===== config.mk =====
export PLATFORM = sky130hd
export DESIGN_NAME = demux2r_stream_flat
export DESIGN_NICKNAME = d
export VERILOG_FILES = /design/src/rtl/demux2r_stream_if.sv /design/src/rtl/demux2r_stream.sv /design/src/flat_wrapper.sv
export SDC_FILE = /design/constraint.sdc
export NUM_CORES = 1
export LEC_CHECK = 0
export CELL_PAD_IN_SITES_DETAIL_PLACEMENT = 1
export CELL_PAD_IN_SITES_GLOBAL_PLACEMENT = 1
export CORE_MARGIN = 3
export CORE_UTILIZATION = 35
export CTS_CLUSTER_DIAMETER = 60
export DETAILED_ROUTE_END_ITERATION = 7
export DONT_BUFFER_PORTS = 1
export PLACE_DENSITY_LB_ADDON = 0.1
export SYNTH_ARGS = -nofsm -noshare
export SYNTH_HDL_FRONTEND = slang
export SYNTH_SLANG_ARGS = --single-unit

===== constraint.sdc =====
create_clock -name clk -period 2.2 [get_ports clk]
set_input_delay 0.22 -clock clk [delete_from_list [all_inputs] [get_ports clk]]
set_output_delay 0.22 -clock clk [all_outputs]
set_load 0.05 [all_outputs]

===== src/rtl/demux2r_stream_if.sv =====
// Stream bundle for the 2-way demux: one upstream port, two downstream ports and per-channel push counters.
interface demux2r_stream_if #(
  parameter int dw = 8
);
  logic [dw-1:0] in_data;
  logic          in_sel;
  logic          in_valid;
  logic          in_ready;
  logic [dw-1:0] out0_data;
  logic          out0_valid;
  logic          out0_ready;
  logic [dw-1:0] out1_data;
  logic          out1_valid;
  logic          out1_ready;
  logic [7:0]    cnt0;
  logic [7:0]    cnt1;

  // The demux itself sits on the slave side.
  modport slave (
    input  in_data, in_sel, in_valid, out0_ready, out1_ready,
    output in_ready, out0_data, out0_valid, out1_data, out1_valid, cnt0, cnt1
  );

  modport master (
    output in_data, in_sel, in_valid, out0_ready, out1_ready,
    input  in_ready, out0_data, out0_valid, out1_data, out1_valid, cnt0, cnt1
  );
endinterface


===== src/rtl/demux2r_stream.sv =====
// Routes each upstream word into one of two 2-entry FIFOs by in_sel; words appear downstream 1 cycle after acceptance.
// in_ready reflects only the selected FIFO's current occupancy (no pop pass-through), so a full channel stalls only its own words.
module demux2r_stream #(
  parameter int dw = 8
) (
  input logic              clk,
  input logic              reset_n,
  demux2r_stream_if.slave  bus
);

  logic [dw-1:0] mem    [2][2];
  logic          rd_ptr [2];
  logic          wr_ptr [2];
  logic [1:0]    occ    [2];
  logic [7:0]    cnt    [2];

  logic [1:0] push;
  logic [1:0] pop;
  logic [1:0] out_ready;
  logic       accept;

  assign out_ready = {bus.out1_ready, bus.out0_ready};
  assign accept    = (occ[bus.in_sel] != 2'd2);

  always_comb begin
    push = '0;
    pop  = '0;
    for (int c = 0; c < 2; c++) begin
      push[c] = bus.in_valid && accept && (bus.in_sel == 1'(c));
      pop[c]  = (occ[c] != 2'd0) && out_ready[c];
    end
  end

  // Data entries are cleared on reset too, so the head word reads zero while empty after reset.
  always_ff @(posedge clk or negedge reset_n) begin
    if (!reset_n) begin
      for (int c = 0; c < 2; c++) begin
        mem[c][0] <= '0;
        mem[c][1] <= '0;
        rd_ptr[c] <= 1'b0;
        wr_ptr[c] <= 1'b0;
        occ[c]    <= 2'd0;
        cnt[c]    <= 8'd0;
      end
    end else begin
      for (int c = 0; c < 2; c++) begin
        if (push[c]) begin
          mem[c][wr_ptr[c]] <= bus.in_data;
          wr_ptr[c]         <= ~wr_ptr[c];
          cnt[c]            <= cnt[c] + 8'd1;
        end
        if (pop[c]) begin
          rd_ptr[c] <= ~rd_ptr[c];
        end
        occ[c] <= occ[c] + {1'b0, push[c]} - {1'b0, pop[c]};
      end
    end
  end

  assign bus.in_ready   = accept;
  assign bus.out0_data  = mem[0][rd_ptr[0]];
  assign bus.out0_valid = (occ[0] != 2'd0);
  assign bus.out1_data  = mem[1][rd_ptr[1]];
  assign bus.out1_valid = (occ[1] != 2'd0);
  assign bus.cnt0       = cnt[0];
  assign bus.cnt1       = cnt[1];

endmodule


===== src/flat_wrapper.sv =====
// flat-port wrapper written by rule: the top's interface ports become plain ports
module demux2r_stream_flat 
#(
  parameter int dw = 8
)
  (clk, reset_n, bus_in_data, bus_in_sel, bus_in_valid, bus_out0_ready, bus_out1_ready, bus_in_ready, bus_out0_data, bus_out0_valid, bus_out1_data, bus_out1_valid, bus_cnt0, bus_cnt1);
  demux2r_stream_if #(.dw(dw)) bus_i ();
  input logic clk;
  input logic reset_n;
  input wire logic [$bits(bus_i.in_data)-1:0] bus_in_data;
  input wire logic [$bits(bus_i.in_sel)-1:0] bus_in_sel;
  input wire logic [$bits(bus_i.in_valid)-1:0] bus_in_valid;
  input wire logic [$bits(bus_i.out0_ready)-1:0] bus_out0_ready;
  input wire logic [$bits(bus_i.out1_ready)-1:0] bus_out1_ready;
  output wire logic [$bits(bus_i.in_ready)-1:0] bus_in_ready;
  output wire logic [$bits(bus_i.out0_data)-1:0] bus_out0_data;
  output wire logic [$bits(bus_i.out0_valid)-1:0] bus_out0_valid;
  output wire logic [$bits(bus_i.out1_data)-1:0] bus_out1_data;
  output wire logic [$bits(bus_i.out1_valid)-1:0] bus_out1_valid;
  output wire logic [$bits(bus_i.cnt0)-1:0] bus_cnt0;
  output wire logic [$bits(bus_i.cnt1)-1:0] bus_cnt1;
  assign bus_i.in_data = bus_in_data;
  assign bus_i.in_sel = bus_in_sel;
  assign bus_i.in_valid = bus_in_valid;
  assign bus_i.out0_ready = bus_out0_ready;
  assign bus_i.out1_ready = bus_out1_ready;
  assign bus_in_ready = bus_i.in_ready;
  assign bus_out0_data = bus_i.out0_data;
  assign bus_out0_valid = bus_i.out0_valid;
  assign bus_out1_data = bus_i.out1_data;
  assign bus_out1_valid = bus_i.out1_valid;
  assign bus_cnt0 = bus_i.cnt0;
  assign bus_cnt1 = bus_i.cnt1;
  demux2r_stream #(.dw(dw)) u_core (.clk(clk), .reset_n(reset_n), .bus(bus_i));
endmodule

; Word-level counts from Yosys, hierarchy flattened
; Index checks and enable logic that the tools add are counted.
[op_classes]
n_addsub = 6
magnitude_cmp = 7
eq_ne = 1
mux = 15
bitwise_logic = 10
n_reduce_logical = 9
[op_table]
columns = operator, count
row1 = 8-bit two-way mux, 8
row2 = 16-bit bitwise mux, 2
row3 = 8-bit by 1-bit adder with 8-bit output (second input constant), 2
row4 = 8-bit demux with 1-bit select, 2
row5 = 2-bit >= comparator (second input constant), 5
row6 = 1-bit inverter with 2-bit output, 5
row7 = 1-bit logical AND, 7
row8 = 2-bit two-way mux, 3
row9 = 1-bit inverter, 5
row10 = 2-bit by 1-bit adder with 2-bit output, 2
row11 = 2-bit by 1-bit less-than comparator with 1-bit output (second input constant), 2
row12 = 2-bit nonzero test, 2
row13 = 2-bit by 1-bit subtractor with 2-bit output, 2
row14 = 2-bit != test (second input constant), 1
[word_totals]
ff_bits = 56
inputBits = 14
wordCells = 60

; Logic depth before layout (Yosys ltp)
[logic_depth]
ltp_word = 9
depth_mapped = 7
depth_no_buf = 7

; Worst setup path before layout
; No wires, ideal clock.
[synth_timing]
path_type = reg2reg
startpoint = register u_core.occ[1] (netlist bit)
endpoint = register u_core.occ[1] (netlist bit)
setup_time_ns = 0.123
arrival_time_ns = 1.744
required_ns = 2.077
path_slack_ns = 0.334
path_stages_with_launch = 8
period_less_slack_ns = 1.866
path_cell_list = dfrtp_1 -> or2_2 -> and2_1 -> ha_1 -> inv_1 -> ha_1 -> xnor2_1 -> xnor2_1
[synth_via]
elab_cells_between_ends = 10
classes_between = add/sub: 2 / eq/ne: 1 / mux: 3 / reduce/logical: 4
[synth_lines]
columns = element, line
row1 = "start, declared", demux2r_stream.sv:14  ; logic [1:0] occ [2];
row2 = "start signal, assigned by index", demux2r_stream.sv:55  ; occ[c] <= occ[c] + {1'b0, push[c]} - {1'b0, pop[c]};
row3 = 2-bit nonzero test, --
row4 = named net bus_out1_valid, flat_wrapper.sv:19  ; output wire logic [$bits(bus_i.out1_valid)-1:0] bus_out1_valid;
row5 = 1-bit logical AND, demux2r_stream.sv:30  ; pop[c] = (occ[c] != 2'd0) && out_ready[c];
row6 = named net u_core.pop[1], demux2r_stream.sv:18  ; logic [1:0] pop;
row7 = 2-bit by 1-bit subtractor with 2-bit output, demux2r_stream.sv:55
; The timed path passes the listed nets, and every way through them passes these cells. The select of a mux whose other input is x is not followed.
; A chain may end at the register's enable or synchronous reset.

; Worst setup path after layout
[layout_timing]
startpoint = register u_core.occ[1] (netlist bit)
endpoint = register u_core.occ[1] (netlist bit)
[layout_via]
elab_cells_between_ends = 10
classes_between = add/sub: 2 / eq/ne: 1 / mux: 3 / reduce/logical: 4
[layout_lines]
columns = element, line
row1 = 2-bit nonzero test, demux2r_stream.sv:30
row2 = 1-bit logical AND, demux2r_stream.sv:30
row3 = named net u_core.pop[1], demux2r_stream.sv:18
row4 = 2-bit by 1-bit subtractor with 2-bit output, demux2r_stream.sv:55
; The timed path passes the listed nets, and every way through them passes these cells. The select of a mux whose other input is x is not followed.

==> results.toml <==
[floorplan]
die-area_um2 = 8273
fp-row-count = 30
core_um2 = 6907
die_width_um = 90.96
start_util_pct = 36.58
dieHeight_um = 90.96
num_io_pins = 49

[sta]
hold_viol = 0
finalSetupTns_ps = 0
relSlewSlack_pct = 61.39
fmax_mhz = 551.2
worstMarginPinSlew_ps = 579.2
finClkSkew_ps = 13.90
finalSetupViolCount = 0
slew_viol_final = 0
period_minus_slack_ps = 1814
rsz0062_at_grt = "false"
period_share_pct = 82.47

[clock_tree]
hold_buffers = 2
cts_root_buf = "clkbuf_8"
clock_path_buffers = 2
worstSkewPairLatency_ps = 300
cts_sinks = 56
post_cts_resized = 0
cts_tree = "done"
post-cts-setup-buffers = 0
cts_made_buffers = 5
clk_pin_slew_worst_paths_ps = 100
htreeDepth = 2

[global_routing]
use_met2_pct = 22.81
grt_use_met3_pct = 3.563
grt_use_total_pct = 13.05
antenna_found_initial = 0
grt_pass1_vias = 1620
grt_max_degree = 57
grt_pass1_wl_um = 8521
grt-ovfl-total = 0
grt_use_met1_pct = 15.38
busiest_layer = "met2"

[worst_hold_path]
hp-class = "primary input to flip-flop"

[setup_path]
worstPathRequired_ps = 2420
worstPathMaxFanout = 3
path_cells = "or2_2 -> and2_1 -> ha_1 -> inv_1 -> ha_1 -> xnor2_1 -> xnor2_1"
crit_type = "flip-flop to flip-flop"
cp_data_arrival_time_ps = 2030
end_kind = "flip-flop"
slowest_delay_ps = 410
crit_slowest_cell = "dfrtp_1"
cp-start-kind = "flip-flop"

[final_layout]
drive_above_1_share_pct = 39.49
num_antenna_cells = 0
nNetsFinal = 214
synthToLayoutAreaGrowth_pct = 12.18
fin_util_pct = 41.03

[routing]
antenna_left = 0
avgViaCountPerCell = 4.790
drt_wl_total_um = 5003
vias = 1394
drtIter0Drc = 24
dr.pass1.iters = 3
route.detailed.wl_per_inst_um = 17.19
drc = 0

[run]
maxCapViolations = 0

[logic_synthesis]
yosys_warnings = 0
syn_avg_cell_area_um2 = 14.19
synthCells = 178
ys_ff_latch = 56
synth_nets = 198
yosysSeqAreaShare_pct = 55.47
syn_area_um2 = 2526
synth_cell_types = 27

[place]
gp_congestion = 0.7464
dpl.hpwl_um = 3632
portBuffers = 0

[run_status]
outcome = "finished, final reports clean"
layer usage:
| layer | share of wire (%) | routed length, µm |
|---|---|---|
| met3 | 5.1 | 255 |
| met2 | 53 | 2673 |
| met4 | 0.96 | 48 |
| met5 | 0 | 0 |
| met1 | 41 | 2027 |
logic make-up after synthesis:
group,after synthesis,share of synthesized area (%)
adder cells (fa/ha/maj),6,2.972
AND/OR/NAND/NOR,36,9.262
buffers and inverters,8,1.437
multiplexers,49,23.03
XOR/XNOR,22,7.628
flip-flops,56,55.47
AO/OA/AOI/OAI,1,0.1979
stage by stage:
step | setup WS (ps) | hold WS, ps | cells | instance area, µm²
floorplan | 333.7 | -75.59 | 178 | 2526
global placement | 497.7 | -74.08 | 281 | 2706
detailed placement | 363.0 | -73.97 | 281 | 2706
CTS | 337.8 | 48.84 | 291 | 2834
global route | 267.5 | 45.28 | 291 | 2834
finish | 385.6 | 56.48 | 291 | 2834
cell type report:
cell class / count / area, µm²
fillers: 744 / 4073
flip-flops and latches: 56 / 1401
multi-input cells: 114 / 1089
well taps: 96 / 120.1
repair buffers: 12 / 112.6
clock buffers: 8 / 90.09
inverters: 5 / 21.27
layout by cell type, fill, tap and decap left out, types with 2 or more instances in the layout:
cell | synthesis | routed
dfrtp_1 | 56 | 56
mux2_2 | 41 | 41
xnor2_1 | 14 | 14
buf_4 | 1 | 10
nand2_1 | 8 | 8
xor2_1 | 8 | 8
mux2_4 | 8 | 8
ha_1 | 6 | 6
clkbuf_8 | 0 | 6
nand3_1 | 5 | 5
inv_1 | 4 | 4
and2_1 | 4 | 4
nor2_1 | 3 | 3
nand4_1 | 3 | 3
or2_2 | 2 | 2
nor3_1 | 2 | 2
clkbuf_1 | 2 | 2
final timing paths:
check	endpoint	startpoint	cells past startpoint	slack, ps
setup / recovery	u_core.occ[1]$_DFF_PN0_	u_core.occ[1]$_DFF_PN0_	7	390
hold / removal	u_core.mem[19]$_DFFE_PN0P_	bus_in_data[3]	1	60
setup reg to reg	u_core.occ[1]$_DFF_PN0_	u_core.occ[1]$_DFF_PN0_	7	390
hold reg to reg	u_core.occ[1]$_DFF_PN0_	u_core.occ[1]$_DFF_PN0_	1	500
max in group asynchronous	u_core.occ[1]$_DFF_PN0_	reset_n	2	1510
min in group asynchronous	u_core.mem[18]$_DFFE_PN0P_	reset_n	2	440
worst max-delay path, delay by kind of cell (launching register included):
kind | cells | cell delay, ps
XOR/XNOR | 2 | 310
adder cells (fa/ha/maj) | 2 | 470
buffers and inverters | 1 | 40
flip-flops | 1 | 410
AND/OR/NAND/NOR | 2 | 500
state kept, by name (all words and copies together) (netlist names):
name / cells
u_core.bus.cnt0: 8
u_core.bus.cnt1: 8
u_core.mem: 32
u_core.occ: 4
u_core.rd_ptr: 2
u_core.wr_ptr: 2
cell usage after synthesis (all sizes together):
cell	count	area share [%]
nand2	10	1.9
and3	1	0.25
nand4	3	0.74
clkbuf	2	0.30
ha	6	3.0
and2	4	0.99
nor4	1	0.50
nor3	3	1.0
inv	5	0.84
xnor2	14	4.9
nor2	4	0.89
dfrtp	56	55
nand3	5	0.99
mux2	49	23
nand2b	1	0.35
or2	2	0.50
nor2b	1	0.35
buf	1	0.30
xor2	8	2.8
nand3b	1	0.79
a21oi	1	0.20
Power is left out: the tool's default activity adds up to more than one toggle a clock period on the data nets, which glitch-free logic cannot reach.
